$ cat config.mk
export PLATFORM = sky130hd
export DESIGN_NAME = conv_hard_decoder
export DESIGN_NICKNAME = d
export VERILOG_FILES = /design/src/rtl/conv_hard_decoder.sv
export SDC_FILE = /design/constraint.sdc
export NUM_CORES = 1
export LEC_CHECK = 0
export BUFFER_PORTS_ARGS = -buffer_cell sky130_fd_sc_hd__buf_2
export CELL_PAD_IN_SITES_DETAIL_PLACEMENT = 1
export CELL_PAD_IN_SITES_GLOBAL_PLACEMENT = 2
export CORE_MARGIN = 2
export CORE_UTILIZATION = 35
export CTS_BUF_LIST = sky130_fd_sc_hd__clkbuf_4
export DETAILED_ROUTE_END_ITERATION = 8
export PLACE_DENSITY_LB_ADDON = 0.1
export SKIP_CTS_REPAIR_TIMING = 1
export SLEW_MARGIN = 5
export SYNTH_ARGS = -nofsm -noshare
export SYNTH_HDL_FRONTEND = slang
export SYNTH_SLANG_ARGS = --single-unit
$ cat constraint.sdc
create_clock -name clk -period 2.7 [get_ports clk]
set_input_delay 0.135 -clock clk [delete_from_list [all_inputs] [get_ports clk]]
set_output_delay 0.135 -clock clk [all_outputs]
set_load 0.05 [all_outputs]
$ cat src/rtl/conv_hard_decoder.sv
// Hard-decision inverse decoder for the tail-biting rate-1/3, K=7 convolutional code (133/171/165).
// Recovers data bits from d0 and the running history, checks d1/d2, and packs the bits LSB-first into bytes.
module conv_hard_decoder #(
  parameter int K_SMALL = 1056,
  parameter int K_LARGE = 6144,
  parameter int CNT_W   = 13
) (
  input  logic             clk,
  input  logic             reset,
  input  logic [7:0]       meta_data,
  input  logic             meta_empty,
  output logic             meta_rdreq,
  input  logic [2:0]       enc_data,
  input  logic             enc_empty,
  output logic             enc_rdreq,
  output logic [7:0]       out_data,
  output logic             out_wrreq,
  input  logic             out_full,
  output logic             blk_done,
  output logic             tb_err,
  output logic [CNT_W-1:0] bit_err_cnt
);

  typedef enum logic [1:0] {
    IDLE = 2'd0,
    LOAD = 2'd1,
    RUN  = 2'd2,
    DONE = 2'd3
  } state_t;

  state_t           state_r;
  state_t           state_nx_s;
  logic [5:0]       hist_r;       // [5] = s1 (most recent bit) ... [0] = s6
  logic [5:0]       init_r;
  logic             large_r;
  logic [CNT_W-1:0] bit_cnt_r;
  logic [7:0]       byte_r;
  logic             pop_s;
  logic             u_s;
  logic [1:0]       par_s;
  logic             err_s;
  logic             last_s;
  logic [5:0]       hist_nx_s;
  logic             unused_meta_s;

  // Data bit recovered from d0: invert the 133 generator using the known history.
  function automatic logic recover_bit(input logic d0, input logic [5:0] s);
    return d0 ^ s[4] ^ s[3] ^ s[1] ^ s[0];
  endfunction

  // Re-encoded {p1, p2} for generators 171 and 165.
  function automatic logic [1:0] parity_pair(input logic u, input logic [5:0] s);
    return {u ^ s[5] ^ s[4] ^ s[3] ^ s[0], u ^ s[5] ^ s[4] ^ s[2] ^ s[0]};
  endfunction

  assign unused_meta_s = meta_data[1];
  assign meta_rdreq    = (state_r == LOAD);
  assign enc_rdreq     = pop_s;

  // Pop decision, bit recovery and parity check for the triple at the FIFO head.
  always_comb begin
    pop_s     = (state_r == RUN) && !enc_empty && !out_full;
    u_s       = recover_bit(enc_data[2], hist_r);
    par_s     = parity_pair(u_s, hist_r);
    err_s     = (par_s != enc_data[1:0]);
    hist_nx_s = {u_s, hist_r[5:1]};
    if (large_r) begin
      last_s = (bit_cnt_r == CNT_W'(K_LARGE - 1));
    end else begin
      last_s = (bit_cnt_r == CNT_W'(K_SMALL - 1));
    end
  end

  // State register.
  always_ff @(posedge clk) begin
    if (reset) begin
      state_r <= IDLE;
    end else begin
      state_r <= state_nx_s;
    end
  end

  // Next-state logic.
  always_comb begin
    state_nx_s = state_r;
    case (state_r)
      IDLE: begin
        if (!meta_empty) state_nx_s = LOAD;
        else             state_nx_s = IDLE;
      end
      LOAD: state_nx_s = RUN;
      RUN: begin
        if (pop_s && last_s) state_nx_s = DONE;
        else                 state_nx_s = RUN;
      end
      DONE:    state_nx_s = IDLE;
      default: state_nx_s = IDLE;
    endcase
  end

  // Datapath: history, byte packing, error count and registered outputs.
  always_ff @(posedge clk) begin
    if (reset) begin
      hist_r      <= 6'd0;
      init_r      <= 6'd0;
      large_r     <= 1'b0;
      bit_cnt_r   <= {CNT_W{1'b0}};
      byte_r      <= 8'd0;
      out_data    <= 8'd0;
      out_wrreq   <= 1'b0;
      blk_done    <= 1'b0;
      tb_err      <= 1'b0;
      bit_err_cnt <= {CNT_W{1'b0}};
    end else begin
      out_wrreq <= 1'b0;
      blk_done  <= 1'b0;
      case (state_r)
        LOAD: begin
          hist_r      <= meta_data[7:2];
          init_r      <= meta_data[7:2];
          large_r     <= meta_data[0];
          bit_cnt_r   <= {CNT_W{1'b0}};
          bit_err_cnt <= {CNT_W{1'b0}};
          tb_err      <= 1'b0;
        end
        RUN: begin
          if (pop_s) begin
            hist_r                 <= hist_nx_s;
            byte_r[bit_cnt_r[2:0]] <= u_s;
            bit_cnt_r              <= bit_cnt_r + {{(CNT_W-1){1'b0}}, 1'b1};
            if (err_s && (bit_err_cnt != {CNT_W{1'b1}})) begin
              bit_err_cnt <= bit_err_cnt + {{(CNT_W-1){1'b0}}, 1'b1};
            end
            if (bit_cnt_r[2:0] == 3'd7) begin
              out_data  <= {u_s, byte_r[6:0]};
              out_wrreq <= 1'b1;
            end
            if (last_s) begin
              blk_done <= 1'b1;
              tb_err   <= (hist_nx_s != init_r);
            end
          end
        end
        default: begin
        end
      endcase
    end
  end

endmodule

### After elaboration in Yosys (flattened, before gate mapping)

Index checks and enable logic that the tools add are counted.

| storage, ports and cells | value |
|---|---|
| bits in registers | 60 |
| input bits | 16 |
| output and inout bits | 26 |
| word-level logic and storage cells | 73 |

| operators by class | value |
|---|---|
| $add $sub $neg | 2 |
| $lt $le $gt $ge | 2 |
| equality and inequality tests | 12 |
| mux-type cells | 19 |
| bitwise operators | 12 |
| reduce and logical (&&, ||, !) cells | 15 |

Operators with widths:

| operator | count |
|---|---|
| $pmux W13 S2 | 2 |
| $mux W13 | 3 |
| $add A13 B1 Y13 const B | 2 |
| $eq A13 B11 Y1 const B | 1 |
| $eq A13 B13 Y1 const B | 1 |
| $ne A13 B13 Y1 const B | 1 |
| $pmux W6 S2 | 1 |
| $xor A1 B1 Y1 | 10 |
| $reduce_and A3 Y1 | 3 |
| $bwmux W8 | 1 |
| $mux W1 | 8 |
| $pmux W2 S4 | 1 |
| $mux W6 | 1 |
| $ne A6 B6 Y1 | 1 |
| $logic_and A1 B1 Y1 | 5 |
| $eq A2 B2 Y1 const B | 2 |
| $lt A3 B4 Y1 const B | 1 |
| $ne A2 B2 Y1 const B | 2 |
| $reduce_and A2 Y1 | 2 |
| $demux W1 S3 | 1 |
| $eq A3 B3 Y1 const B | 1 |
| $ge A3 B1 Y1 const B | 1 |
| $reduce_or A3 Y1 | 1 |
| $eq A2 B1 Y1 const B | 1 |
| other kinds (7) | 9 |

### Depth between registers and ports, before layout

| depth | value |
|---|---|
| word-level depth | 13 |
| depth in mapped cells | 11 |
| mapped depth without buffers | 8 |

### Worst setup path before layout

OpenSTA, ideal clock, no wires.

| timing | value |
|---|---|
| path kind | register -> register |
| from | register state_r[1] |
| to | register bit_cnt_r[11] |
| setup time | 128 ps |
| data arrival time | 2190 ps |
| data required time | 2572 ps |
| setup slack | 382 ps |
| stages on the path, launching flop included | 9 |
| path buffers | 1 |
| period minus slack after synthesis | 2318 ps |
| cells stage by stage | dfxtp_1 inv_1 ha_1 clkbuf_1 nand2b_1 a211oi_1 nand3_1 xor2_1 nor2_1 |

| between the ends | value |
|---|---|
| elaborated cells between the ends (all ways) | 8 |
| those cells by class | 3 x eq/ne; 1 x mux; 4 x reduce/logical |

RTL lines:

| element | line | RTL |
|---|---|---|
| from (decl) | 31 | `state_t state_r;` |
| from (signal assigned) | 79 | `state_r <= state_nx_s;` |
| $eq A2 B1 Y1 (*) | -- |  |
| net meta_rdreq | 12 | `output logic meta_rdreq,` |
| $reduce_bool A2 Y1 (no line) | -- |  |
| $reduce_and A2 Y1 (no line) | -- |  |
| to (signal assigned) | 107 | `bit_cnt_r <= {CNT_W{1'b0}};` |
| to (signal assigned) | 122 | `bit_cnt_r <= {CNT_W{1'b0}};` |
| to (signal assigned) | 130 | `bit_cnt_r <= bit_cnt_r + {{(CNT_W-1){1'b0}}, 1'b1};` |
| to (decl) | 36 | `logic [CNT_W-1:0] bit_cnt_r;` |

Mark *: on every way through the listed nets, which the timed path passes. The rest lies on a longest branch.
A chain may end at the register's enable or synchronous reset.

### Final worst setup path

| timing | value |
|---|---|
| from | register state_r[0] |
| to | register bit_err_cnt[6] |

| between the ends | value |
|---|---|
| longest elaborated chain between the ends | 5 |
| elaborated cells between the ends (all ways) | 9 |
| those cells by class | 4 x eq/ne; 1 x mux; 4 x reduce/logical |

RTL lines:

| element | line | RTL |
|---|---|---|
| $eq A2 B2 Y1 | 62, 117 |  |
| $logic_and A1 B1 Y1 (2 in a row) | 62 | `pop_s = (state_r == RUN) && !enc_empty && !out_full;` |
| $ne A2 B2 Y1 (no line) | -- |  |
| $reduce_and A3 Y1 (no line) | -- |  |
| to (signal assigned) | 113 | `bit_err_cnt <= {CNT_W{1'b0}};` |
| to (signal assigned) | 123 | `bit_err_cnt <= {CNT_W{1'b0}};` |
| to (signal assigned) | 132 | `bit_err_cnt <= bit_err_cnt + {{(CNT_W-1){1'b0}}, 1'b1};` |
| to (decl) | 21 | `output logic [CNT_W-1:0] bit_err_cnt` |

Several ways; a longest one is shown, not always the timed one.

==> impl_metrics.ini <==
[final_layout]
finalNetCount = 391
drive_above_1_share_pct = 18.98
layout_common_cells = dfxtp_1 (59), nand2_1 (41), buf_2 (40)
areaGrowthSynthToFinish_pct = 19.11
mostFrequentLayoutCell = dfxtp_1
num_antenna_cells = 0

[global_routing]
first_global_vias = 2375
grt_max_degree = 37
gr-total-overflow = 0
grt_use_total_pct = 16.74
grt_pass1_wl_um = 11500
antenna_found_initial = 0

[cts]
numCtsBuffers = 9
clock_path_buffers = 2
cts_root_buf = clkbuf_4
path_clk_slew_ns = 0.11
clock-sinks = 59
h-tree-depth = 3
worstSkewPairLatency_ns = 0.41
cts_tree = yes

[synth]
yosys_warnings = 0
ys_ff_latch = 59
postSynthAreaPerCell_um2 = 8.743
syn_inst = 322
ys.flop_type = dfxtp_1
synth-edff-count = 0
syn-num-nets = 344
async_flop_share_pct = 0
netlist-cell-type-count = 42
synth-seq-area-share_pct = 41.96
synth_area_um2 = 2815

[floorplanning]
die_h_um = 93.69
core_area_um2 = 7767
ios = 42
die_w_um = 93.69
rows = 32
start_util_pct = 36.24
die_area_um2 = 8777

[setup_path]
r2r_start = state_r[0]
critPathLaunch = state_r[0]
start_kind = flip-flop
critPathRequiredTime_ns = 3.05
rr_worst_depth = 8
crit_fanout = 17
reg2reg_to = bit_err_cnt[6]
arrival_ns = 2.81
critPathCaptureType = flip-flop
rrSetupSlack_ns = 0.24
cp-endpoint = bit_err_cnt[6]
cpPeakStageDelay_ns = 0.57
critical_path_class = flip-flop to flip-flop
path_cells = inv_1 > ha_1 > or3b_1 > inv_1 > nand2_1 > or3_1 > or4_1 > nand2_1
worst_path_max_delay_cell = or3_1

[place]
place.gp.congestion = 0.7139
hpwl_um = 4784
io_buffer_count = 40

[power_and_ir_drop]
internal-power_mw = 1.428
p_sw_share_pct = 24.66
ir_drop_uv = 224.0
power_leakage_nw = 1.327
power_frac_clock_pct = 43.5
power.density_nw_per_um2 = 565.3
seq_power_share_pct = 47.2
switching_power_uw = 467.3
pwr-share-comb_pct = 9.3

[worst_hold_path]
hold_class = input port to flip-flop

[timing]
slew_headroom_pct = 53.76
fin_skew_ns = 0.01461
hold_ws_ns = -0.01274
rsz0062_at_grt = false
fmax_mhz = 406.6
drv_slew = 0
period_needed_ns = 2.460
min_period_over_period_pct = 91.10
finalHoldViolations = 2
setup_tns_ns = 0
tightest_slew_ns = 0.6878
setup_violations = 0

[status]
violations = hold timing
status = complete, but fails checks

[route]
first_pass_iters = 4
viasPerCell = 5.084
wl_um = 6750
drcViolationCount = 0
ant_nets = 0
drt_iter0_drc = 58
num_vias = 2420
route.detailed.wl_per_inst_um = 14.18

[flow_run]
drv_cap = 0
==> layout make-up <==
cell class                      count  area (um2)
Fill cell                         950        4414
Multi-Input combinational cell    239        1524
Sequential cell                    59        1181
Timing Repair Buffer               53       310.3
Tap cell                          102       127.6
Clock inverter                      7       116.4
Clock buffer                        9       67.56
Inverter                            7       26.28
==> registers in the layout, summed over array words and instances, names as in the netlist <==
signal / cells
state_r: 2
tb_err: 1
hist_r: 6
blk_done: 1
large_r: 1
out_data: 8
bit_err_cnt: 13
bit_cnt_r: 13
byte_r: 7
init_r: 6
out_wrreq: 1
==> how the worst min path moves through the flow <==
stage	from	end	depth (start not counted)
after floorplan	reset	bit_err_cnt[1]	1
after global placement	meta_data[0]	large_r	3
after detailed placement	meta_data[0]	large_r	3
after CTS	meta_data[0]	large_r	3
after global routing	meta_empty	state_r[0]	3
final	meta_data[2]	init_r[0]	3
==> kinds of logic after synthesis <==
group,count (synthesis),share of synthesized area (%)
muxes,17,6.044
AOI/OAI and AO/OA,48,10.89
adders and majority gates,6,2.667
xor gates and xnor gates,22,8.667
and+or+nand+nor,146,25.87
DFF,59,41.96
buffers and inverters,24,3.911
==> synthesized netlist by cell type, types with 2 or more instances <==
cell / number / area [um2]
nand2_1: 41 / 153.9
and3_1: 2 / 12.51
a21oi_1: 22 / 110.1
mux2i_1: 17 / 170.2
nand3_1: 13 / 65.06
nor4_2: 2 / 25.02
and2_1: 2 / 12.51
o31a_1: 2 / 17.52
or3_1: 11 / 68.82
xnor2_1: 5 / 43.79
and4_1: 2 / 17.52
o21ai_1: 5 / 25.02
nand2b_1: 4 / 25.02
a211oi_1: 8 / 60.06
xor3_1: 2 / 47.55
o21a_1: 2 / 15.01
nor4_1: 4 / 25.02
clkbuf_1: 9 / 33.78
nor2b_1: 2 / 12.51
inv_1: 7 / 26.28
nand4_1: 12 / 75.07
buf_2: 4 / 20.02
nor3_1: 7 / 35.03
buf_6: 2 / 22.52
a22oi_1: 2 / 15.01
buf_1: 2 / 7.510
nor2_1: 37 / 138.9
o211ai_1: 3 / 22.52
xor2_1: 13 / 113.9
dfxtp_1: 59 / 1181
ha_1: 6 / 75.07
or4_1: 3 / 22.52
==> power groups by stage <==
stage	combinational (mW)	clock [mW]	sequential (mW)
2_1_floorplan	0.123	0	0.910
3_3_place_gp	0.171	0	0.915
3_5_place_dp	0.174	0	0.915
4_1_cts	0.174	0.855	0.896
5_1_grt	0.195	0.899	0.898
6_report	0.175	0.825	0.895
==> critical path, delay by kind of cell, from the launching register on <==
family	cells	cell delay (ns)
and+or+nand+nor	5	1.73
DFF	1	0.33
buffers and inverters	2	0.20
adders and majority gates	1	0.17
==> metal layers <==
metal | share of wire (%) | global-route usage [%]
met1 | 51 | 23.76
met2 | 45 | 24.58
met3 | 3.1 | 4.494
met4 | 1.3 | 5.435
met5 | 0 | 0
==> metrics by stage <==
stage          setup WS, ns  std cells  power (mW)  cell area [um2]  utilization (%)
2_1_floorplan        0.3824        322       1.033             2815                -
3_3_place_gp         0.2936        455       1.086             3119            40.16
3_5_place_dp         0.2308        455       1.090             3119            40.16
4_1_cts              0.2062        471       1.926             3303            42.53
5_1_grt             0.06752        476       1.992             3353            43.17
6_report             0.2403        476       1.895             3353            43.17
(Power assumes the default switching activity.)
